$ cat config.mk
export PLATFORM = sky130hd
export DESIGN_NAME = axi_lite_responder
export DESIGN_NICKNAME = d
export VERILOG_FILES = /design/src/rtl/axi_lite_pkg.sv /design/src/rtl/axi_lite_reg_bank.sv /design/src/rtl/axi_lite_responder.sv
export SDC_FILE = /design/constraint.sdc
export NUM_CORES = 1
export LEC_CHECK = 0
export BUFFER_PORTS_ARGS = -buffer_cell sky130_fd_sc_hd__buf_2
export CORE_AREA = 5 5 260 262
export DETAILED_ROUTE_END_ITERATION = 7
export DIE_AREA = 0 0 265 267
export SLEW_MARGIN = 20
export SYNTH_ARGS = -nofsm -noshare
export SYNTH_HDL_FRONTEND = slang
export SYNTH_SLANG_ARGS = --single-unit
$ cat constraint.sdc
create_clock -name AXI_CLK -period 2.47 [get_ports AXI_CLK]
set_input_delay 0.247 -clock AXI_CLK [delete_from_list [all_inputs] [get_ports AXI_CLK]]
set_output_delay 0.247 -clock AXI_CLK [all_outputs]
set_load 0.02 [all_outputs]
$ cat src/rtl/axi_lite_pkg.sv
// ---------------------------------------------------------------------------
// axi_lite_pkg
// Shared constants and helpers for the AXI4-Lite register responder.
//   RESP_OKAY / RESP_SLVERR : AXI response codes returned on B and R
//   index_width()           : number of word-index address bits for a window
// ---------------------------------------------------------------------------
package axi_lite_pkg;

    localparam logic [1:0] RESP_OKAY   = 2'b00;
    localparam logic [1:0] RESP_SLVERR = 2'b10;

    function automatic int index_width(input int num_words);
        return $clog2(num_words);
    endfunction

endpackage

$ cat src/rtl/axi_lite_reg_bank.sv
// ---------------------------------------------------------------------------
// axi_lite_reg_bank
// NUM_RW x 32-bit control registers with byte-strobe writes, a one-cycle
// write pulse per word, and a combinational read mux spanning the RW
// registers followed by the read-only status words.
// Ports:
//   AXI_CLK, RESETN   clock, asynchronous active-low reset
//   wr_en             commit a write to word wr_idx this edge (RW words only)
//   wr_idx            word index of the write
//   wr_data, wr_strb  write data and byte-lane enables
//   rd_idx            word index presented to the read mux
//   status_in         read-only words, packed 32 bits per word
//   reg_q             current RW register contents, packed 32 bits per word
//   reg_wr            one-cycle pulse per word committed on the previous edge
//   rd_word           combinational read-mux output for rd_idx
// ---------------------------------------------------------------------------
module axi_lite_reg_bank
    import axi_lite_pkg::*;
#(
    parameter int NUM_RW = 8,
    parameter int NUM_RO = 8,
    localparam int IW    = index_width(NUM_RW + NUM_RO)
) (
    input  logic                AXI_CLK,
    input  logic                RESETN,
    input  logic                wr_en,
    input  logic [IW-1:0]       wr_idx,
    input  logic [31:0]         wr_data,
    input  logic [3:0]          wr_strb,
    input  logic [IW-1:0]       rd_idx,
    input  logic [32*NUM_RO-1:0] status_in,
    output logic [32*NUM_RW-1:0] reg_q,
    output logic [NUM_RW-1:0]   reg_wr,
    output logic [31:0]         rd_word
);

    logic [31:0] mem [NUM_RW];

    // The pulse fires even when wr_strb is zero: downstream logic treats any
    // accepted CPU write as an event, whether or not bytes changed.
    always_ff @(posedge AXI_CLK or negedge RESETN) begin
        if (!RESETN) begin
            for (int i = 0; i < NUM_RW; i++) begin
                mem[i] <= '0;
            end
            reg_wr <= '0;
        end else begin
            for (int i = 0; i < NUM_RW; i++) begin
                reg_wr[i] <= wr_en && (wr_idx == IW'(i));
                if (wr_en && (wr_idx == IW'(i))) begin
                    for (int b = 0; b < 4; b++) begin
                        if (wr_strb[b]) begin
                            mem[i][8*b +: 8] <= wr_data[8*b +: 8];
                        end
                    end
                end
            end
        end
    end

    for (genvar g = 0; g < NUM_RW; g++) begin : g_reg_q
        assign reg_q[32*g +: 32] = mem[g];
    end

    // Status words sit directly above the RW words in the index space.
    always_comb begin
        rd_word = '0;
        for (int i = 0; i < NUM_RW; i++) begin
            if (rd_idx == IW'(i)) begin
                rd_word = mem[i];
            end
        end
        for (int j = 0; j < NUM_RO; j++) begin
            if (rd_idx == IW'(NUM_RW + j)) begin
                rd_word = status_in[32*j +: 32];
            end
        end
    end

endmodule

$ cat src/rtl/axi_lite_responder.sv
// ---------------------------------------------------------------------------
// axi_lite_responder
// AXI4-Lite slave terminating single-beat transactions from the 8088 bus
// capture path into a 32-bit register window: NUM_RW control registers
// followed by NUM_RO read-only status words.
// Ports:
//   AXI_CLK, RESETN                 clock, asynchronous active-low reset
//   AXI_aw* / AXI_w* / AXI_b*       write address, write data, write response
//   AXI_ar* / AXI_r*                read address, read data
//   reg_q                           current RW register contents
//   reg_wr                          one-cycle pulse per committed RW word
//   status_in                       read-only words, sampled at AR handshake
// ---------------------------------------------------------------------------
module axi_lite_responder
    import axi_lite_pkg::*;
#(
    parameter int ADDR_WIDTH = 32,
    parameter int NUM_RW     = 8,
    parameter int NUM_RO     = 8
) (
    input  logic                  AXI_CLK,
    input  logic                  RESETN,
    input  logic [ADDR_WIDTH-1:0] AXI_awaddr,
    input  logic                  AXI_awvalid,
    output logic                  AXI_awready,
    input  logic [31:0]           AXI_wdata,
    input  logic [3:0]            AXI_wstrb,
    input  logic                  AXI_wvalid,
    output logic                  AXI_wready,
    output logic [1:0]            AXI_bresp,
    output logic                  AXI_bvalid,
    input  logic                  AXI_bready,
    input  logic [ADDR_WIDTH-1:0] AXI_araddr,
    input  logic                  AXI_arvalid,
    output logic                  AXI_arready,
    output logic [31:0]           AXI_rdata,
    output logic [1:0]            AXI_rresp,
    output logic                  AXI_rvalid,
    input  logic                  AXI_rready,
    output logic [32*NUM_RW-1:0]  reg_q,
    output logic [NUM_RW-1:0]     reg_wr,
    input  logic [32*NUM_RO-1:0]  status_in
);

    localparam int IW = index_width(NUM_RW + NUM_RO);

    logic                  aw_held;
    logic                  w_held;
    logic [ADDR_WIDTH-1:0] aw_addr_q;
    logic [31:0]           w_data_q;
    logic [3:0]            w_strb_q;
    logic [IW-1:0]         aw_idx;
    logic [IW-1:0]         ar_idx;
    logic                  aw_oor;
    logic                  ar_oor;
    logic                  aw_is_rw;
    logic                  commit;
    logic                  ar_hs;
    logic [31:0]           rd_word;
    logic                  unused_addr_bits;

    // Byte offset within a word carries no meaning in this window.
    assign unused_addr_bits = ^{aw_addr_q[1:0], AXI_araddr[1:0]};

    assign aw_idx   = aw_addr_q[IW+1:2];
    assign ar_idx   = AXI_araddr[IW+1:2];
    assign aw_oor   = (aw_addr_q >> (IW + 2)) != '0;
    assign ar_oor   = (AXI_araddr >> (IW + 2)) != '0;
    assign aw_is_rw = !aw_oor && (aw_idx < IW'(NUM_RW));

    // Both ready lines drop while a B response is outstanding, so a stalled
    // master cannot queue a second write behind the unacknowledged one.
    assign AXI_awready = !aw_held && !AXI_bvalid;
    assign AXI_wready  = !w_held && !AXI_bvalid;
    assign AXI_arready = !AXI_rvalid;

    assign commit = aw_held && w_held && !AXI_bvalid;
    assign ar_hs  = AXI_arvalid && AXI_arready;

    // AW and W are captured independently in either order; the write
    // commits the edge after both holding registers are full.
    always_ff @(posedge AXI_CLK or negedge RESETN) begin
        if (!RESETN) begin
            aw_held    <= 1'b0;
            aw_addr_q  <= '0;
            w_held     <= 1'b0;
            w_data_q   <= '0;
            w_strb_q   <= '0;
            AXI_bvalid <= 1'b0;
            AXI_bresp  <= RESP_OKAY;
        end else begin
            if (AXI_awvalid && AXI_awready) begin
                aw_held   <= 1'b1;
                aw_addr_q <= AXI_awaddr;
            end
            if (AXI_wvalid && AXI_wready) begin
                w_held   <= 1'b1;
                w_data_q <= AXI_wdata;
                w_strb_q <= AXI_wstrb;
            end
            if (commit) begin
                aw_held    <= 1'b0;
                w_held     <= 1'b0;
                AXI_bvalid <= 1'b1;
                AXI_bresp  <= aw_is_rw ? RESP_OKAY : RESP_SLVERR;
            end else if (AXI_bvalid && AXI_bready) begin
                AXI_bvalid <= 1'b0;
            end
        end
    end

    // Read data is registered at the AR handshake, so a write committing on
    // the same edge is not yet visible to that read.
    always_ff @(posedge AXI_CLK or negedge RESETN) begin
        if (!RESETN) begin
            AXI_rvalid <= 1'b0;
            AXI_rdata  <= '0;
            AXI_rresp  <= RESP_OKAY;
        end else begin
            if (ar_hs) begin
                AXI_rvalid <= 1'b1;
                AXI_rdata  <= ar_oor ? 32'h0 : rd_word;
                AXI_rresp  <= ar_oor ? RESP_SLVERR : RESP_OKAY;
            end else if (AXI_rvalid && AXI_rready) begin
                AXI_rvalid <= 1'b0;
            end
        end
    end

    axi_lite_reg_bank #(
        .NUM_RW (NUM_RW),
        .NUM_RO (NUM_RO)
    ) u_reg_bank (
        .AXI_CLK   (AXI_CLK),
        .RESETN    (RESETN),
        .wr_en     (commit && aw_is_rw),
        .wr_idx    (aw_idx),
        .wr_data   (w_data_q),
        .wr_strb   (w_strb_q),
        .rd_idx    (ar_idx),
        .status_in (status_in),
        .reg_q     (reg_q),
        .reg_wr    (reg_wr),
        .rd_word   (rd_word)
    );

endmodule

[Word level (Yosys, flattened, before mapping)]
Cells that the tools add are included.
Cells by class
  muxes and demuxes: 27
  eq/ne operators: 22
  reduce and logical (&&, ||, !) cells: 64
  $lt $le $gt $ge: 1
Operator list (count)
  $mux W32: 17
  $reduce_and A2 Y1: 32
  $reduce_bool A32 Y1: 2
  $eq A4 B3 Y1 const B: 8
  $eq A4 B4 Y1 const B: 8
  $logic_and A1 B1 Y1: 19
  $eq A4 B2 Y1 const B: 4
  $eq A4 B1 Y1 const B: 2
  $logic_not A4 Y1: 2
  $mux W1: 8
  $reduce_bool A2 Y1: 4
  $logic_not A1 Y1: 5
  $lt A4 B4 Y1 const B: 1
  $mux W2: 2
Word-level totals
  register bits after elaboration: 372
  logic and storage cells: 157

[Logic depth before layout (Yosys ltp)]
  word-level depth: 18
  depth in mapped cells: 9

[By module]
Synthesis repeated with hierarchy kept, for this count alone.
Unflattened totals
  cell total of the unflattened synthesis: 1750
  area total of the unflattened synthesis: 19942.9 um^2
By module, submodules not included
  axi_lite_reg_bank: times used 1, area an instance 15513.6 um^2, cells an instance 1421
  axi_lite_responder: times used 1, area an instance 4429.2 um^2, cells an instance 329

[Worst setup path after synthesis]
No wires, ideal clock.
  path kind: register to register
  start: register AXI_bvalid
  end: register w_data_q[10]
  arrival time: 2.006 ns
  period minus slack after synthesis: 2.131 ns
  path buffers: 2
  stages on the path, launching flop included: 6
  path slack: 0.339 ns
  setup time: 0.125 ns
  cell sequence: dfrtp_1 -> nor2_1 -> and2_1 -> clkbuf_1 -> clkbuf_1 -> mux2_2
Between the ends
  word-level cells in the longest chain between the ends: 3
RTL lines
  from (decl): line axi_lite_responder.sv:31  | output logic AXI_bvalid,
  from (signal assigned): line axi_lite_responder.sv:89  | AXI_bvalid <= 1'b0;
  from (signal assigned): line axi_lite_responder.sv:104  | AXI_bvalid <= 1'b1;
  from (signal assigned): line axi_lite_responder.sv:107  | AXI_bvalid <= 1'b0;
  $logic_not A1 Y1: line axi_lite_responder.sv:74  | assign AXI_wready = !w_held && !AXI_bvalid;
  $logic_and A1 B1 Y1: line axi_lite_responder.sv:74
  via AXI_wready: line axi_lite_responder.sv:29  | output logic AXI_wready,
  $logic_and A1 B1 Y1: line axi_lite_responder.sv:96  | if (AXI_wvalid && AXI_wready) begin
  to (signal assigned): line axi_lite_responder.sv:98  | w_data_q <= AXI_wdata;
  to (decl): line axi_lite_responder.sv:50  | logic [31:0] w_data_q;
The timed path passes the listed nets, and every way through them passes these cells.
A chain may end at the register's enable or synchronous reset.

[Worst setup path after layout]
  start: register AXI_bvalid
  end: register u_reg_bank.mem (netlist bit u_reg_bank.reg_q[99])
Between the ends
  word-level cells in the longest chain between the ends: 5
RTL lines
  $logic_not A1 Y1: line axi_lite_responder.sv:77  | assign commit = aw_held && w_held && !AXI_bvalid;
  $logic_and A1 B1 Y1: line axi_lite_responder.sv:77
  $logic_and A1 B1 Y1: line axi_lite_responder.sv:136  | .wr_en (commit && aw_is_rw),
  $logic_and A1 B1 Y1: line axi_lite_reg_bank.sv:50  | if (wr_en && (wr_idx == IW'(i))) begin
  $reduce_and A2 Y1 (no line)
  to (signal, indexed assignment): line axi_lite_reg_bank.sv:53  | mem[i][8*b +: 8] <= wr_data[8*b +: 8];
  to (decl): line axi_lite_reg_bank.sv:37  | logic [31:0] mem [NUM_RW];
No other way between the ends.

==> metrics.cfg <==
[sta]
clock.fmax_mhz=425
timing.final.crit_share_pct=95.3
hold_slack_ns=0.0564
setup_tns_ns=0
max_slew_margin_pct=42.8
worst_slack_ns=0.117
slew_viol_final=0
finalClockSkew_ns=0.0176
rsz0062_at_grt=no
setup_violations=0
tightest_slew_ns=0.858
fin_crit_ns=2.35
hold_viol_final=0

[worst_setup_path]
rr_worst_depth=7
critPathArrivalTime_ns=2.80
r2r-end=u_reg_bank.reg_q[99]$_DFFE_PN0P_
r2r_start=AXI_bvalid$_DFFE_PN0P_
path_class=flop to flop
worst_ep_required_time_ns=2.91
cp-start-kind=flop
rrSetupSlack_ns=0.12
crit_fanout=8
end_kind=flop

[cells_and_area]
nFillCells=6336
synthToLayoutAreaGrowth_pct=39.5
fin_cells=3410
final_layout_size_suffix_gt1_share_pct=50.6
seq_area_mm2=0.00921
multi_input_area_mm2=0.00960
nNetsFinal=2864

[logic_synthesis]
synth_edf_count=0
synth_top_area_share_pct=47.7
synthesis.instances=1710
synthFlopType=dfrtp_1
synthArstFlopShare_pct=100
synth_area_leaders=dfrtp_1 (48%), mux2_2 (20%), mux2i_1 (3.7%), a21oi_1 (3.6%), o21ai_0 (2.8%)
synth.largest_area_cell=dfrtp_1
synth_common_cells=dfrtp_1 (368), mux2_2 (346), a21oi_1 (137)
postSynthAreaPerCell_um2=11.3
synth-seq-area-share_pct=47.7
synth.most_common_cell=dfrtp_1
ys_ff_latch=368
synth_area_mm2=0.0193
ys_warn_count=0
synthDistinctLibCells=62

[global_routing]
grt_first_pass_wirelength_mm=136
grt_max_degree=78
grt_overflow_total=0
track_usage_pct=25.8
grt_antenna_before_repair=23
grt_pass1_vias=18900

[power]
p_leak_nw=13.3
total_power_w=0.0173
power_density_mw_per_mm2=642
power.ir.vdd_worst_v=0.000625

[floorplan]
initial_core_util_pct=29.6
coreArea_mm2=0.0652
dieArea_mm2=0.0708
dieHeight_um=267
ios=668
die_w_um=265
num_rows=94

[placement]
dp.cells=3245
hpwl_mm=74.6
gp_congestion=0.962
dp_slack_ns=0.0441
io_buffers=661

[worst_hold_path]
holdPathEnd=AXI_rdata[10]$_DFFE_PN0P_
min_path_cells=4
min_path_type=input port to flop
hold_start=status_in[234]

[clock_tree]
cts_max_path_buffers=3
insertion_delay_ns=0.57
numClockSinks=368
cts_root_buf=clkbuf_16
htree_levels=2
cts_buffers=43
cts_tree=done
clk_pin_slew_ns=0.07

[drt]
drt_first_pass_iters=5
ant_nets=0
wl_per_cell_um=28.1
drt_iter0_drc=1463
drc_errors=0
vias_per_cell=5.38
totalWireLength_mm=95.8
num_vias=18300

[job]
drv_cap=0

[status]
status=finished clean

power breakdown:
part	total [W]	switching [W]	internal [W]
combinational	0.00284	0.00149	0.00135
clock	0.00687	0.00269	0.00418
sequential	0.00758	0.000973	0.00661
registers in the layout (all words and copies together) (netlist names):
register and count:
AXI_bresp 1, AXI_bvalid 1, AXI_rdata 32, AXI_rresp 1, AXI_rvalid 1, aw_addr_q 30, aw_held 1, u_reg_bank.reg_q 256
u_reg_bank.reg_wr 8, w_data_q 32, w_held 1, w_strb_q 4
what timing repair did:
action	in CTS	in global routing
buffers inserted	0	3
resized for setup	0	4
endpoints found under the setup margin	0	196
hold buffers	72	0
hold endpoints to repair	137	0
logic make-up after synthesis:
kind of cell	synth area share, %
AOI/OAI and AO/OA	15.5
and+or+nand+nor	8.78
DFF	47.7
muxes	25.1
other	0.0194
buffers and inverters	2.87
routing by layer:
layer  track usage [%]  up-vias  wire length [um]
met5                 0        -                30
met4              8.25        4              3510
met3              5.66      176              6680
met2              43.4      855             46000
met1              33.2     9253             39600
li1                  -     8053                 -
cells in the final DEF, fill, tap and decap left out, types with 67 or more instances in the layout:
cell	instances
dlygate4sd3_1	72
buf_4	109
nor2_1	74
mux2_2	346
buf_2	657
a21oi_1	137
dfrtp_1	368
o21ai_0	109
mux2i_1	72
o22ai_1	67
metrics by stage:
step	area [um2]	utilization, %
2_1_floorplan	19300	-
3_3_place_gp	24600	37.7
3_5_place_dp	24600	37.7
4_1_cts	26800	41.2
5_1_grt	26900	41.3
6_report	26900	41.3
worst max-delay path, cell delays in order (launching register included):
cell	delay [ns]
dfrtp_1	0.42
and3b_1	0.35
and4_2	0.35
buf_4	0.14
nand4_4	0.10
buf_12	0.19
nor2_4	0.30
mux2_2	0.38
how the worst max path moves through the flow:
stage | start | to | slack (ns) | depth (start not counted)
global route | aw_addr_q[8]$_DFFE_PN0P_ | u_reg_bank.reg_q[45]$_DFFE_PN0P_ | 0.01 | 8
global placement | AXI_araddr[5] | AXI_rdata[19]$_DFFE_PN0P_ | 0.07 | 6
CTS | AXI_bvalid$_DFFE_PN0P_ | u_reg_bank.reg_q[87]$_DFFE_PN0P_ | 0.03 | 7
finish | AXI_bvalid$_DFFE_PN0P_ | u_reg_bank.reg_q[99]$_DFFE_PN0P_ | 0.12 | 7
floorplan | AXI_bvalid$_DFFE_PN0P_ | w_data_q[10]$_DFFE_PN0P_ | 0.34 | 5
detailed placement | AXI_bvalid$_DFFE_PN0P_ | u_reg_bank.reg_q[87]$_DFFE_PN0P_ | 0.04 | 7
layout make-up:
type	instances	area share, %
Multi-Input combinational cell	1212	35.7
Clock buffer	57	4.61
Sequential cell	368	34.2
Antenna cell	11	0.102
Inverter	6	0.0836
Timing Repair Buffer	870	20.2
Tap cell	864	4.01
Clock inverter	22	1.10
No activity file was read; power rests on OpenSTA's default activity.
